### config.mk
export PLATFORM = sky130hd
export DESIGN_NAME = sw_tx_scheduler
export DESIGN_NICKNAME = d
export VERILOG_FILES = /design/src/rtl/sw_tx_scheduler.sv
export SDC_FILE = /design/constraint.sdc
export NUM_CORES = 1
export LEC_CHECK = 0
export CORE_AREA = 2 2 164 134
export CTS_CLUSTER_SIZE = 8
export DETAILED_ROUTE_END_ITERATION = 12
export DIE_AREA = 0 0 166 136
export DONT_BUFFER_PORTS = 1
export MAX_ROUTING_LAYER = met4
export SKIP_LAST_GASP = 1
export SLEW_MARGIN = 30
export SYNTH_ARGS = -nofsm -noshare
export SYNTH_HDL_FRONTEND = slang
export SYNTH_SLANG_ARGS = --single-unit
### constraint.sdc
create_clock -name aclk -period 5.4 [get_ports aclk]
set_clock_uncertainty 0.1 [all_clocks]
set_input_delay 1.35 -clock aclk [delete_from_list [all_inputs] [get_ports aclk]]
set_output_delay 1.35 -clock aclk [all_outputs]
set_load 0.005 [all_outputs]
### src/rtl/sw_tx_scheduler.sv
// SWRITE transmit scheduler: splits one descriptor into boundary-safe packets for the TX engine.
// Define SW_TX_SCHED_STATS_EN to add packet/transfer statistics counters.
module sw_tx_scheduler #(
    parameter int unsigned C_MAX_BEATS    = 32,
    parameter int unsigned C_DST_BOUNDARY = 256,
    parameter int unsigned C_SRC_BOUNDARY = 4096
) (
    input  logic        aclk,
    input  logic        aresetn,
    input  logic        desc_valid,
    output logic        desc_ready,
    input  logic        desc_mode,
    input  logic [31:0] desc_src_addr,
    input  logic [31:0] desc_dst_addr,
    input  logic [15:0] desc_len,
    output logic        sw_start,
    output logic        sw_mode,
    output logic [4:0]  sw_size,
    output logic [31:0] sw_addr,
    input  logic        sw_done,
    output logic [31:0] m_axi_araddr,
    output logic [7:0]  m_axi_arlen,
    output logic        m_axi_arvalid,
    input  logic        m_axi_arready,
    output logic        busy,
    output logic        xfer_done
`ifdef SW_TX_SCHED_STATS_EN
    ,
    output logic [31:0] stat_pkt_cnt,
    output logic [31:0] stat_xfer_cnt
`endif
);

    localparam logic [2:0] S_IDLE  = 3'd0;
    localparam logic [2:0] S_CALC  = 3'd1;
    localparam logic [2:0] S_AR    = 3'd2;
    localparam logic [2:0] S_START = 3'd3;
    localparam logic [2:0] S_WAIT  = 3'd4;
    localparam logic [2:0] S_DONE  = 3'd5;

    localparam logic [31:0] MaxBeats = 32'(C_MAX_BEATS);
    localparam logic [31:0] DstBnd   = 32'(C_DST_BOUNDARY);
    localparam logic [31:0] SrcBnd   = 32'(C_SRC_BOUNDARY);

    logic [2:0]  state_q, state_d;
    logic        mode_q, mode_d;
    logic [31:0] src_q, src_d;
    logic [31:0] dst_q, dst_d;
    logic [15:0] rem_q, rem_d;
    logic [15:0] chunk_q, chunk_d;
    logic [4:0]  size_q, size_d;
    logic [31:0] addr_q, addr_d;
    logic [31:0] araddr_q, araddr_d;
    logic [7:0]  arlen_q, arlen_d;

    logic [31:0] dst_room, src_room, lim;
    logic [15:0] chunk_calc;

    // Beats left before the next destination / source boundary.
    always_comb begin
        dst_room = (DstBnd - (dst_q & (DstBnd - 32'd1))) >> 3;
        src_room = (SrcBnd - (src_q & (SrcBnd - 32'd1))) >> 3;
        lim = MaxBeats;
        if (dst_room < lim) lim = dst_room;
        if (mode_q && (src_room < lim)) lim = src_room;
        if ({16'd0, rem_q} < lim) lim = {16'd0, rem_q};
        chunk_calc = lim[15:0];
    end

    always_comb begin
        state_d  = state_q;
        mode_d   = mode_q;
        src_d    = src_q;
        dst_d    = dst_q;
        rem_d    = rem_q;
        chunk_d  = chunk_q;
        size_d   = size_q;
        addr_d   = addr_q;
        araddr_d = araddr_q;
        arlen_d  = arlen_q;
        case (state_q)
            S_IDLE: begin
                if (desc_valid) begin
                    mode_d  = desc_mode;
                    src_d   = desc_src_addr & ~32'h7;
                    dst_d   = desc_dst_addr & ~32'h7;
                    rem_d   = desc_len;
                    state_d = S_CALC;
                end
            end
            S_CALC: begin
                if (rem_q == 16'd0) begin
                    state_d = S_DONE;
                end else begin
                    chunk_d  = chunk_calc;
                    size_d   = 5'(chunk_calc - 16'd1);
                    addr_d   = dst_q;
                    araddr_d = src_q;
                    arlen_d  = 8'(chunk_calc - 16'd1);
                    state_d  = mode_q ? S_AR : S_START;
                end
            end
            S_AR: begin
                if (m_axi_arready) state_d = S_START;
            end
            S_START: state_d = S_WAIT;
            S_WAIT: begin
                if (sw_done) begin
                    rem_d   = rem_q - chunk_q;
                    dst_d   = dst_q + {13'd0, chunk_q, 3'b000};
                    src_d   = src_q + {13'd0, chunk_q, 3'b000};
                    state_d = S_CALC;
                end
            end
            S_DONE:  state_d = S_IDLE;
            default: state_d = S_IDLE;
        endcase
    end

    always_ff @(posedge aclk or negedge aresetn) begin
        if (!aresetn) begin
            state_q  <= S_IDLE;
            mode_q   <= 1'b0;
            src_q    <= 32'd0;
            dst_q    <= 32'd0;
            rem_q    <= 16'd0;
            chunk_q  <= 16'd0;
            size_q   <= 5'd0;
            addr_q   <= 32'd0;
            araddr_q <= 32'd0;
            arlen_q  <= 8'd0;
        end else begin
            state_q  <= state_d;
            mode_q   <= mode_d;
            src_q    <= src_d;
            dst_q    <= dst_d;
            rem_q    <= rem_d;
            chunk_q  <= chunk_d;
            size_q   <= size_d;
            addr_q   <= addr_d;
            araddr_q <= araddr_d;
            arlen_q  <= arlen_d;
        end
    end

    assign desc_ready    = (state_q == S_IDLE);
    assign busy          = (state_q != S_IDLE);
    assign sw_start      = (state_q == S_START);
    assign m_axi_arvalid = (state_q == S_AR);
    assign xfer_done     = (state_q == S_DONE);
    assign sw_mode       = mode_q;
    assign sw_size       = size_q;
    assign sw_addr       = addr_q;
    assign m_axi_araddr  = araddr_q;
    assign m_axi_arlen   = arlen_q;

`ifdef SW_TX_SCHED_STATS_EN
    logic [31:0] pkt_cnt_q, xfer_cnt_q;

    always_ff @(posedge aclk or negedge aresetn) begin
        if (!aresetn) begin
            pkt_cnt_q  <= 32'd0;
            xfer_cnt_q <= 32'd0;
        end else begin
            if ((state_q == S_WAIT) && sw_done) pkt_cnt_q <= pkt_cnt_q + 32'd1;
            if (state_q == S_DONE) xfer_cnt_q <= xfer_cnt_q + 32'd1;
        end
    end

    assign stat_pkt_cnt  = pkt_cnt_q;
    assign stat_xfer_cnt = xfer_cnt_q;
`endif

endmodule
==> impl_metrics.tcl <==
set metrics [dict create \
    slowest_stage "dfrtp_1" \
    layout-drive-gt1-share_pct 11.6 \
    regArea_um2 4000 \
    end_kind "register" \
    dieArea_um2 22600 \
    synth_edf_count 0 \
    clock-sinks 160 \
    required_ps 5650 \
    tightest_slew_ps 969 \
    synth.yosys.seq_area_share_pct 39.0 \
    multi_input_area_um2 5870 \
    wire_per_inst_um 19.6 \
    num_vias 8387 \
    synthDistinctLibCells 78 \
    ir_worst_vdd_v 0.000485 \
    clock_latency_ps 430 \
    tns_ps 0 \
    dp_hpwl_um 19600 \
    antenna_found_initial 1 \
    finalSetupViolCount 0 \
    gp_congestion 0.874 \
    finalCriticalPeriod_ps 5010 \
    slew_headroom_pct 34.9 \
    synth-async-reset-ratio_pct 100 \
    grt_pass1_wl_um 43400 \
    cts.clk_slew.worst_paths_ps 70 \
    synthToLayoutAreaGrowth_pct 8.05 \
    h-tree-depth 4 \
    grt_pass1_vias 7637 \
    pin_count 169 \
    drcViolationCount 0 \
    via_per_inst 5.99 \
    slowest_delay_ps 500 \
    max-cap-violations 0 \
    worstSetupPathType "register to register" \
    holdWs_ps 409 \
    syn_area_um2 10300 \
    fillers 1910 \
    port_buffers 0 \
    grt_use_total_pct 25.1 \
    status "finished clean" \
    cts_buffer_depth 2 \
    cts_made_buffers 17 \
    cts_tree "yes" \
    critPathLaunchType "register" \
    overflow 0 \
    core_area_um2 21100 \
    synthCells 1130 \
    ys_ff_latch 160 \
    cts-root-buf "clkbuf_16" \
    ant_nets 0 \
    fmax_mhz 200 \
    hold_viol 0 \
    ys.flop_type "dfrtp_1" \
    grt_start_max_net_pins 161 \
    cp.arrival_ps 5260 \
    crit_chain "inv_1, ha_1, o21bai_1, a21oi_1, a31oi_1, ha_1, and3_1, a21oi_1, nand2_1, mux2_2, inv_1, ha_1, and4_1, and3_1, inv_1, nor3_1, a31oi_4, mux2i_1, ha_1, inv_1, nor2_1, xor2_1, nand2_1, a31oi_1" \
    first_pass_iters 5 \
    drtIter0Drc 583 \
    ff2ff_setup_slack_ps 390 \
    die_w_um 166 \
    synth.avg_cell_area_um2 9.08 \
    critPathMaxFanout 8 \
    rows 48 \
    drv_slew 0 \
    final_cell_mix "dfrtp_1 (160), nand2_1 (110), a21oi_1 (93)" \
    die_h_um 136 \
    pwr_density_cell_nw_per_um2 667 \
    yosys_warnings 0 \
    leakagePower_uw 0.00472 \
    initial_core_util_pct 48.7 \
    period_share_pct 92.8 \
    grt_setup_unrepaired "false" \
    layout_commonest_cell "dfrtp_1" \
    wirelength_um 27500 \
    total_power_uw 7390 \
    fin_nets 1266 \
    cts_hold_buffers 0 \
    hold_path.class "register to register" \
]
## synth_stat cells, types with 15 or more instances
cell	instances	area share, %
xor2_1	15	1.3
inv_1	43	1.6
clkbuf_1	40	1.5
and3_1	30	1.8
xnor2_1	27	2.3
a21oi_1	93	4.5
nor3_1	36	1.8
o21ai_0	67	3.3
a31oi_1	29	1.8
a21o_1	16	1.2
dfrtp_1	160	39
nor2b_1	15	0.91
nand2_1	111	4.1
ha_1	66	8.1
mux2_2	58	6.4
nor2_1	90	3.3
nand3_1	31	1.5
## per-stage QoR
step / area (um^2) / instances / setup WS [ps] / utilization [%]
after floorplan: 10300 / 1138 / 552 / -
after global placement: 10500 / 1367 / 450 / 49.7
after detailed placement: 10500 / 1367 / 430 / 49.7
after CTS: 11100 / 1398 / 396 / 52.5
after global routing: 11100 / 1399 / 64.4 / 52.6
final: 11100 / 1399 / 389 / 52.6
## power by group
group / switching, uW / internal [uW]
clock: 542 / 687
sequential: 649 / 1770
combinational: 2100 / 1640
total: 3290 / 4100
## worst max-delay path: cells and delay by family, from the launching register on
family	cells	cell delay, ps
adder cells (fa/ha/maj)	4	1120
AND/OR/NAND/NOR	7	1260
XOR/XNOR	1	160
flip-flops	1	500
buffers and inverters	4	360
multiplexers	2	540
AO/OA/AOI/OAI	6	910
## timing repair
| item | 4_1_cts | 5_1_grt |
|---|---|---|
| resized for setup | 0 | 1 |
| setup buffers | 0 | 0 |
| endpoints found under the setup margin | 0 | 1 |
| hold endpoints to repair | 0 | 0 |
## sequential cells by signal, indices dropped and copies added, names as in the netlist
signal and flops:
m_axi_araddr 29, sw_mode 1, state_q 3, rem_q 16
m_axi_arlen 4, chunk_q 16, sw_size 4, dst_q 29
src_q 29, sw_addr 29
## path summary, 6_finish.rpt
check / startpoint / endpoint / depth (start not counted)
worst max register to register: dst_q[3] / m_axi_arlen[6] / 24
worst min-delay path: sw_addr[3] / sw_addr[3] / 2
worst min register to register: sw_addr[3] / sw_addr[3] / 2
worst max-delay path: dst_q[3] / m_axi_arlen[6] / 24
max in group asynchronous: aresetn / rem_q[11] / 0
min in group asynchronous: aresetn / m_axi_araddr[5] / 0
## metal layers
layer | global-route usage [%] | vias up | share of wire, %
li1 | - | 4047 | -
met1 | 38.4 | 4049 | 51
met2 | 34.3 | 280 | 42
met3 | 4.72 | 11 | 6.1
met4 | 4.98 | 0 | 0.70
met5 | - | - | 0
## final cells by class
cell class | instances | area share (%)
diodes | 1 | 0.0226
clock buffers | 17 | 3.84
repair buffers | 16 | 1.08
flip-flops and latches | 160 | 36.1
inverters | 43 | 1.46
multi-input cells | 873 | 53.0
clock inverters | 14 | 1.39
well taps | 275 | 3.10
## cells by family (layout without fill, tap and decap cells)
| family | after synthesis | count (layout) | synth area share (%) |
|---|---|---|---|
| AO/OA/AOI/OAI | 305 | 305 | 19.0 |
| XOR/XNOR | 42 | 42 | 3.59 |
| adder cells (fa/ha/maj) | 69 | 69 | 8.64 |
| buffers and inverters | 105 | 90 | 4.44 |
| flip-flops | 160 | 160 | 39.0 |
| multiplexers | 66 | 66 | 7.15 |
| other | 2 | 11 | 0.0732 |
| AND/OR/NAND/NOR | 381 | 381 | 18.1 |
Power figures use the tool's default switching activity.
